`src/rtl/data_cache_line_ctrl.sv`:
```
// Single-line write-back data cache between the core load/store port and the DDR burst interface.
// Serves hits in one cycle; on a miss, writes back a dirty line and then refills the new window.
module data_cache_line_ctrl #(
    parameter int DATA_WIDTH = 16,
    parameter int ADDR_WIDTH = 28,
    parameter int DEPTH      = 16
) (
    input  logic                  rst,
    input  logic                  mem_clk,
    input  logic                  core_req,
    input  logic                  core_we,
    input  logic [ADDR_WIDTH-1:0] core_addr,
    input  logic [DATA_WIDTH-1:0] core_wdata,
    output logic                  core_ack,
    output logic [DATA_WIDTH-1:0] core_rdata,
    input  logic                  flush,
    output logic                  flush_done,
    output logic                  busy,
    output logic                  ddr_rd_req,
    output logic [ADDR_WIDTH-1:0] ddr_rd_addr,
    output logic [9:0]            ddr_rd_len,
    input  logic                  ddr_rd_valid,
    input  logic [DATA_WIDTH-1:0] ddr_rd_data,
    input  logic                  ddr_rd_finish,
    output logic                  ddr_wr_req,
    output logic [ADDR_WIDTH-1:0] ddr_wr_addr,
    output logic [9:0]            ddr_wr_len,
    input  logic                  ddr_wr_data_req,
    output logic [DATA_WIDTH-1:0] ddr_wr_data,
    input  logic                  ddr_wr_finish
);
    localparam int OFF_W = $clog2(DEPTH);
    localparam int TAG_W = ADDR_WIDTH - OFF_W;
    localparam int CNT_W = OFF_W + 1;
    localparam logic [CNT_W-1:0] CNT_FULL = CNT_W'(DEPTH);

    typedef enum logic [2:0] {IDLE, ACK, WB, FILL, FDONE} state_t;

    state_t state, state_nxt;

    logic [DATA_WIDTH-1:0] line [DEPTH];
    logic [TAG_W-1:0]      tag;
    logic                  valid, dirty, flush_pending;
    logic [CNT_W-1:0]      rcnt, wcnt;

    logic [TAG_W-1:0] req_tag;
    logic [OFF_W-1:0] req_off;
    logic [OFF_W-1:0] wr_idx;
    logic             hit, rd_take, hit_write;

    assign req_tag   = core_addr[ADDR_WIDTH-1:OFF_W];
    assign req_off   = core_addr[OFF_W-1:0];
    assign hit       = valid && (tag == req_tag);
    assign hit_write = (state == IDLE) && core_req && hit && core_we;
    assign rd_take   = (state == FILL) && ddr_rd_valid && (rcnt < CNT_FULL);
    // Once the whole line has been sent, extra data requests repeat the last word.
    assign wr_idx    = (wcnt == CNT_FULL) ? OFF_W'(DEPTH - 1) : wcnt[OFF_W-1:0];

    assign busy       = (state != IDLE);
    assign ddr_rd_len = 10'(DEPTH);
    assign ddr_wr_len = 10'(DEPTH);

    always_ff @(posedge mem_clk or posedge rst) begin
        if (rst) state <= IDLE;
        else     state <= state_nxt;
    end

    always_comb begin
        state_nxt  = state;
        core_ack   = 1'b0;
        flush_done = 1'b0;
        ddr_rd_req = 1'b0;
        ddr_wr_req = 1'b0;
        case (state)
            IDLE: begin
                // A pending core request always wins over flush.
                if (core_req) begin
                    if (hit)                state_nxt = ACK;
                    else if (valid && dirty) state_nxt = WB;
                    else                    state_nxt = FILL;
                end else if (flush) begin
                    state_nxt = dirty ? WB : FDONE;
                end
            end
            ACK: begin
                core_ack  = 1'b1;
                state_nxt = IDLE;
            end
            WB: begin
                ddr_wr_req = 1'b1;
                if (ddr_wr_finish) state_nxt = flush_pending ? FDONE : FILL;
            end
            FILL: begin
                ddr_rd_req = 1'b1;
                if (ddr_rd_finish) state_nxt = IDLE;
            end
            FDONE: begin
                flush_done = 1'b1;
                state_nxt  = IDLE;
            end
            default: state_nxt = IDLE;
        endcase
    end

    always_ff @(posedge mem_clk or posedge rst) begin
        if (rst) begin
            tag           <= '0;
            valid         <= 1'b0;
            dirty         <= 1'b0;
            flush_pending <= 1'b0;
            rcnt          <= '0;
            wcnt          <= '0;
            core_rdata    <= '0;
            ddr_wr_data   <= '0;
            ddr_rd_addr   <= '0;
            ddr_wr_addr   <= '0;
        end else begin
            case (state)
                IDLE: begin
                    if (core_req) begin
                        if (hit) begin
                            if (core_we) dirty      <= 1'b1;
                            else         core_rdata <= line[req_off];
                        end else begin
                            ddr_wr_addr <= {tag, {OFF_W{1'b0}}};
                            ddr_rd_addr <= {req_tag, {OFF_W{1'b0}}};
                        end
                    end else if (flush && dirty) begin
                        flush_pending <= 1'b1;
                        ddr_wr_addr   <= {tag, {OFF_W{1'b0}}};
                    end
                end
                WB: begin
                    if (ddr_wr_data_req) begin
                        ddr_wr_data <= line[wr_idx];
                        if (wcnt != CNT_FULL) wcnt <= wcnt + 1'b1;
                    end
                    if (ddr_wr_finish) begin
                        dirty <= 1'b0;
                        wcnt  <= '0;
                    end
                end
                FILL: begin
                    if (rd_take) rcnt <= rcnt + 1'b1;
                    // The read base register holds the tag of the window being filled.
                    if (ddr_rd_finish) begin
                        tag   <= ddr_rd_addr[ADDR_WIDTH-1:OFF_W];
                        valid <= 1'b1;
                        dirty <= 1'b0;
                        rcnt  <= '0;
                    end
                end
                FDONE: flush_pending <= 1'b0;
                default: ;
            endcase
        end
    end

    // NOTE: the line storage has no reset; valid=0 after reset makes its contents unobservable,
    // and leaving it out lets the array map onto plain RAM.
    always_ff @(posedge mem_clk) begin
        if (hit_write)    line[req_off]            <= core_wdata;
        else if (rd_take) line[rcnt[OFF_W-1:0]]    <= ddr_rd_data;
    end
endmodule

```
`config.mk`:
```
export PLATFORM = sky130hd
export DESIGN_NAME = data_cache_line_ctrl
export DESIGN_NICKNAME = d
export VERILOG_FILES = /design/src/rtl/data_cache_line_ctrl.sv
export SDC_FILE = /design/constraint.sdc
export NUM_CORES = 1
export LEC_CHECK = 0
export ABC_AREA = 1
export CORE_MARGIN = 1.5
export CORE_UTILIZATION = 40
export CTS_CLUSTER_SIZE = 24
export DETAILED_ROUTE_END_ITERATION = 16
export DONT_BUFFER_PORTS = 1
export PLACE_DENSITY = 0.64
export SLEW_MARGIN = 20
export SYNTH_ARGS = -nofsm -noshare
export SYNTH_HDL_FRONTEND = slang
export SYNTH_SLANG_ARGS = --single-unit
```
`constraint.sdc`:
```
create_clock -name mem_clk -period 3.1 [get_ports mem_clk]
set_input_delay 0.155 -clock mem_clk [delete_from_list [all_inputs] [get_ports mem_clk]]
set_output_delay 0.155 -clock mem_clk [all_outputs]
set_load 0.01 [all_outputs]
```
* Yosys cells after proc, flatten, opt, wreduce, memory -nomap -nowiden *
Memory sizes are Yosys's and may differ from the RTL's. A register that Yosys moved wholly into a read port is not among the register bits.
Cells that the tools add are included.

word-level totals
  output and inout bits = 113
  input bits = 69
  memories kept = 1
  register bits after elaboration = 92
  memory bits (writable) = 256

operators by class
  bitwise gates (word level) = 2
  add/subtract/negate cells = 2
  multiplexer cells = 39
  eq/ne operators = 16
  reductions and logical operators = 27
  $lt $le $gt $ge = 1

memories
  memory  words  width  rd ports  clocked after Yosys merged registers in  write ports  line  source
  line    16     16     2         2                                        1            41    logic [DATA_WIDTH-1:0] line [DEPTH];

operator list
  cell                                                count
  two-way mux 28 bit                                  3
  two-way mux 5 bit                                   5
  == test 24 bit                                      1
  two-way mux 1 bit                                   18
  two-way mux 3 bit                                   6
  two-way mux 16 bit                                  1
  OR reduction 16 bit                                 1
  AND reduction 3 bit                                 5
  inequality test 2 bit (second input constant)       7
  adder 5 x 1 -> 5 bit (second input constant)        2
  nonzero test 2 bit                                  5
  one-hot mux 3 bit (3 select lines)                  1
  logical AND 1 bit                                   8
  two-way mux 4 bit                                   2
  == test 3 x 2 -> 1 bit (second input constant)      2
  AND reduction 2 bit                                 3
  AND reduction 6 bit                                 1
  nonzero test 3 bit                                  2
  == test 5 bit (second input constant)               1
  less-than comparator 5 bit (second input constant)  1
  inequality test 5 bit (second input constant)       1
  AND reduction 4 bit                                 1
  == test 3 x 1 -> 1 bit (second input constant)      1
  == test 3 bit (second input constant)               1
  7 further kinds                                     8

* Longest topological paths before layout *
  depth in word-level cells = 8
  depth in mapped cells = 16

* Least setup slack after synthesis *
No wires, ideal clock.

  path kind = flip-flop to flip-flop
  from = register state[2]
  to = memory line[4][0], enable pin
  cell stages (with the launch flop) = 9
  path buffers = 1
  period minus slack after synthesis = 2.408 ns
  path slack = 0.692 ns
  data arrival time = 2.020 ns
  cell sequence = dfrtp_1 -> inv_2 -> nand2_2 -> nor2_4 -> nand3_1 -> buf_2 -> o21ai_1 -> nand3_1 -> nor2_1

on the way
  word-level cells in the longest chain between the ends = 8
  elaborated cells on any way between the ends = 15
  those cells by class = eq/ne: 1; mux: 7; reduce/logical: 7

RTL lines
  what                                                              line     source
  start: declaration                                                39       state_t state, state_nxt;
  start signal: assignment                                          65       else state <= state_nxt;
  == test 3 x 2 -> 1 bit or logical NOT 3 bit (tied branches)       55, 54
  logical AND 1 bit (on tied branches) (2 in a row)                 55, 54
  two-way mux 1 bit or logical AND 1 bit (tied branches)            163, 54
  two-way mux 1 bit                                                 162      if (hit_write) line[req_off] <= core_wdata;
  two-way mux 1 bit (implied by the code)                           163      else if (rd_take) line[rcnt[OFF_W-1:0]] <= ddr_rd_data;
  OR reduction 16 bit (no line)                                     -
  two-way mux 4 bit (no line) or two-way mux 1 bit (tied branches)  -
  end: declaration                                                  41

Several ways; a longest one is shown, not always the timed one.

* Worst setup path after layout *
  from = register state[2]
  to = memory line[2][7], enable pin

The elaborated chain is that of the path after synthesis.

==> qor.txt <==
total CTS buffers - 42
CP Launch Type - flop
Synth Flop Type - edfxtp_1
Min-Delay Path Depth - 4
TritonCTS Sinks - 376
worst hold path type - in -> reg
Post-DP HPWL - 38100 µm
CTS tree - built
DRC Markers - 0
Fmax - 383 MHz
RSZ-0062 raised after global routing - false
drt pass-1 iters - 6
global-route wire length before repair - 93700 µm
Crit Path Category - reg -> reg
register-to-register setup slack - 490 ps
PortBufs - 0
clk_lat worst skew - 580 ps
endpoints failing hold - 0
io pins - 182
Cell Pwr Density - 787 mW/mm²
fin crit share - 0.842
grt ovf - 0
Net Sw Frac - 0.384
Register-to-Register Path Depth - 10
clock share of power - 0.291
worst flop-to-flop path endpoint - line[2][7]
busiest layer in global routing - met2
Netlist cell types - 39
Setup Buffers After CTS - 0
Die Span Y - 222 µm
Fin Setup TNS - 0 ps
EDFF count, synth - 256
Final setup viols - 0
GR Layer Usage met1 - 0.312
mapped cell area - 0.0193 mm²
vias post-DR - 16.2k
fraction of registers with async set/reset - 0.319
H-tree level count - 2
Starting Density - 0.404
# nets final - 2253
most common library cells after synthesis - 562 x nand2_1, 333 x nand3_1, 256 x edfxtp_1
Static Leak - 9.01 nW
number of DRC markers in iteration 0 - 1481
CTS Buffer Depth - 3
sw power - 6.52 mW
Max Slew Vio Count - 0
Layout Skew - 25.3 ps
top cell type's share of synthesized area - 0.399
minimum clock period - 2610 ps
sequential fraction of design power - 0.406
Int Pwr - 10.5 mW
Layout Utilization - 0.454
CP Data Required Time - 3370 ps
endpoint class of the critical path - flop
final WL - 61200 µm
share of post-route cells with drive strength above 1 - 0.0844
met3 Use GR - 0.0545
initial antenna violation count - 2
root buf cell - clkbuf_16
core area - 0.0476 mm²
routability cong. - 0.882
worst reg2reg path startpoint - state[2]
vias in the first global route - 16.1k
top-count cell post-synth - nand2_1
remaining antenna violation count - 0
Syn Inst Count - 2189
Placement Rows - 80
Synth area leaders - edfxtp_1 40%, dfrtp_1 16%, nand2_1 11%, nand3_1 8.7%, o21ai_0 4.5%
slew margin rel. - 0.372
Max Cap Viol - 0
Die W - 222 µm
DR vias/cell - 5.71
worst vdd ir - 0.536 mV
clock slew at reported path FFs - 60 ps
Comb power frac - 0.303
Ys Warns - 0
Worst-Margin Slew - 943 ps
met2 usage - 0.393
Total GRT Usage - 0.246
status - completed
Arr. time, crit path - 2890 ps
critical-path maximum fanout - 10
hold_sp - core_addr[3]
Mapped Avg Cell Area - 8.80 µm²
area delta synth->final - 12.2%
number of synthesized register bits - 376
sequential-to-total area share from yosys stat - 0.555
Die Area - 0.0495 mm²
routed len/inst - 21.6 µm
area leader, netlist - edfxtp_1
pin count of the biggest net entering global routing - 185
Min-Delay Endpoint - core_rdata[13]
-- layout by cell type (no fill, tap or decap), types with 3 or more instances in the layout --
cell,instances
clkbuf_8,7
o211ai_1,31
mux2_2,16
nor3_1,5
nand4_1,23
nand3_2,3
nor2_2,20
conb_1,28
clkinvlp_4,3
nor2_4,3
ha_1,3
buf_12,14
clkbuf_16,43
nor2_1,115
buf_4,37
inv_1,152
nand3_1,333
edfxtp_1,256
clkbuf_1,8
inv_2,14
clkinv_1,6
o21ai_1,17
nor3b_1,3
nand3b_1,65
clkinv_2,11
a21oi_1,77
nand2_1,561
dfrtp_1,120
dlygate4sd3_1,37
xnor2_1,7
o21ai_0,175
-- metal layers --
| metal | routed length (µm) | share of wire |
|---|---|---|
| met1 | 24000 | 0.39 |
| met5 | 13 | 0.00021 |
| met3 | 5840 | 0.095 |
| met2 | 28200 | 0.46 |
| met4 | 3090 | 0.051 |
-- repair_timing --
action | in CTS | in global routing
hold endpoints to repair | 109 | 0
gates resized for setup | 0 | 1
hold buffers | 38 | 0
setup endpoints to repair | 0 | 5
-- critical path, cell delays in order (launching register included) --
cell and delay, ps:
dfrtp_1 410, inv_2 100, nand2_2 80, nor2_4 130, nand3_1 270, o21ai_1 320, inv_1 90, nor2_1 130
nand2_1 110, nor2_2 380, buf_4 270
-- power groups by stage --
stage               logic, mW  registers (mW)  clock network, mW
detailed placement       5.00            6.98                  0
finish                   5.16            6.90               4.95
floorplan                3.62            6.75                  0
global route             5.70            6.97               5.18
global placement         4.93            6.96                  0
CTS                      5.08            6.90               5.01
-- flip-flops by register name (all words and copies together), names as in the netlist --
name and count:
core_rdata 16, ddr_rd_addr 24, ddr_wr_addr 24, ddr_wr_data 16, dirty 1, flush_pending 1
line 256, rcnt 5, state 3, tag 24, valid 1, wcnt 5
-- worst max path at each step --
stage               startpoint          to  slack (ps)  cells past startpoint
finish                state[2]  line[2][7]         490                     10
global route          state[2]  line[2][8]         200                     10
CTS                   core_req  line[2][7]         350                      8
detailed placement    state[2]  line[2][8]         510                     10
global placement      state[2]  line[2][8]         620                     10
floorplan             state[2]  line[4][0]         690                      8
-- stage by stage --
| step | instances | power, mW | cell area (µm²) | hold WS [ps] | setup slack [ps] |
|---|---|---|---|---|---|
| after floorplan | 2215 | 10.4 | 19400 | 265 | 692 |
| after global placement | 2713 | 11.9 | 19800 | 272 | 619 |
| after detailed placement | 2713 | 12.0 | 19800 | 270 | 515 |
| after CTS | 2829 | 17.0 | 21600 | 21.8 | 352 |
| after global routing | 2830 | 17.9 | 21600 | 56.8 | 200 |
| final | 2831 | 17.0 | 21600 | 31.6 | 488 |
-- logic make-up (layout without fill, tap and decap cells) --
| family | count (synthesis) | in the layout | synth area share |
|---|---|---|---|
| and+or+nand+nor | 1140 | 1140 | 0.265 |
| AOI/OAI and AO/OA | 305 | 305 | 0.0841 |
| DFF | 376 | 376 | 0.555 |
| adders and majority gates | 3 | 3 | 0.00195 |
| buffers and inverters | 339 | 339 | 0.0806 |
| muxes | 16 | 16 | 0.00935 |
| xor gates and xnor gates | 8 | 8 | 0.00364 |
| other | 2 | 29 | 0.000390 |
-- cell type report --
cell class / count / area, µm²
multi-input cells: 1500 / 7180
well taps: 615 / 769
repair buffers: 89 / 941
flip-flops and latches: 376 / 10700
clock buffers: 58 / 1200
clock inverters: 20 / 183
inverters: 172 / 651
diodes: 1 / 2.50
fillers: 4486 / 26000
Power figures use the tool's default switching activity.
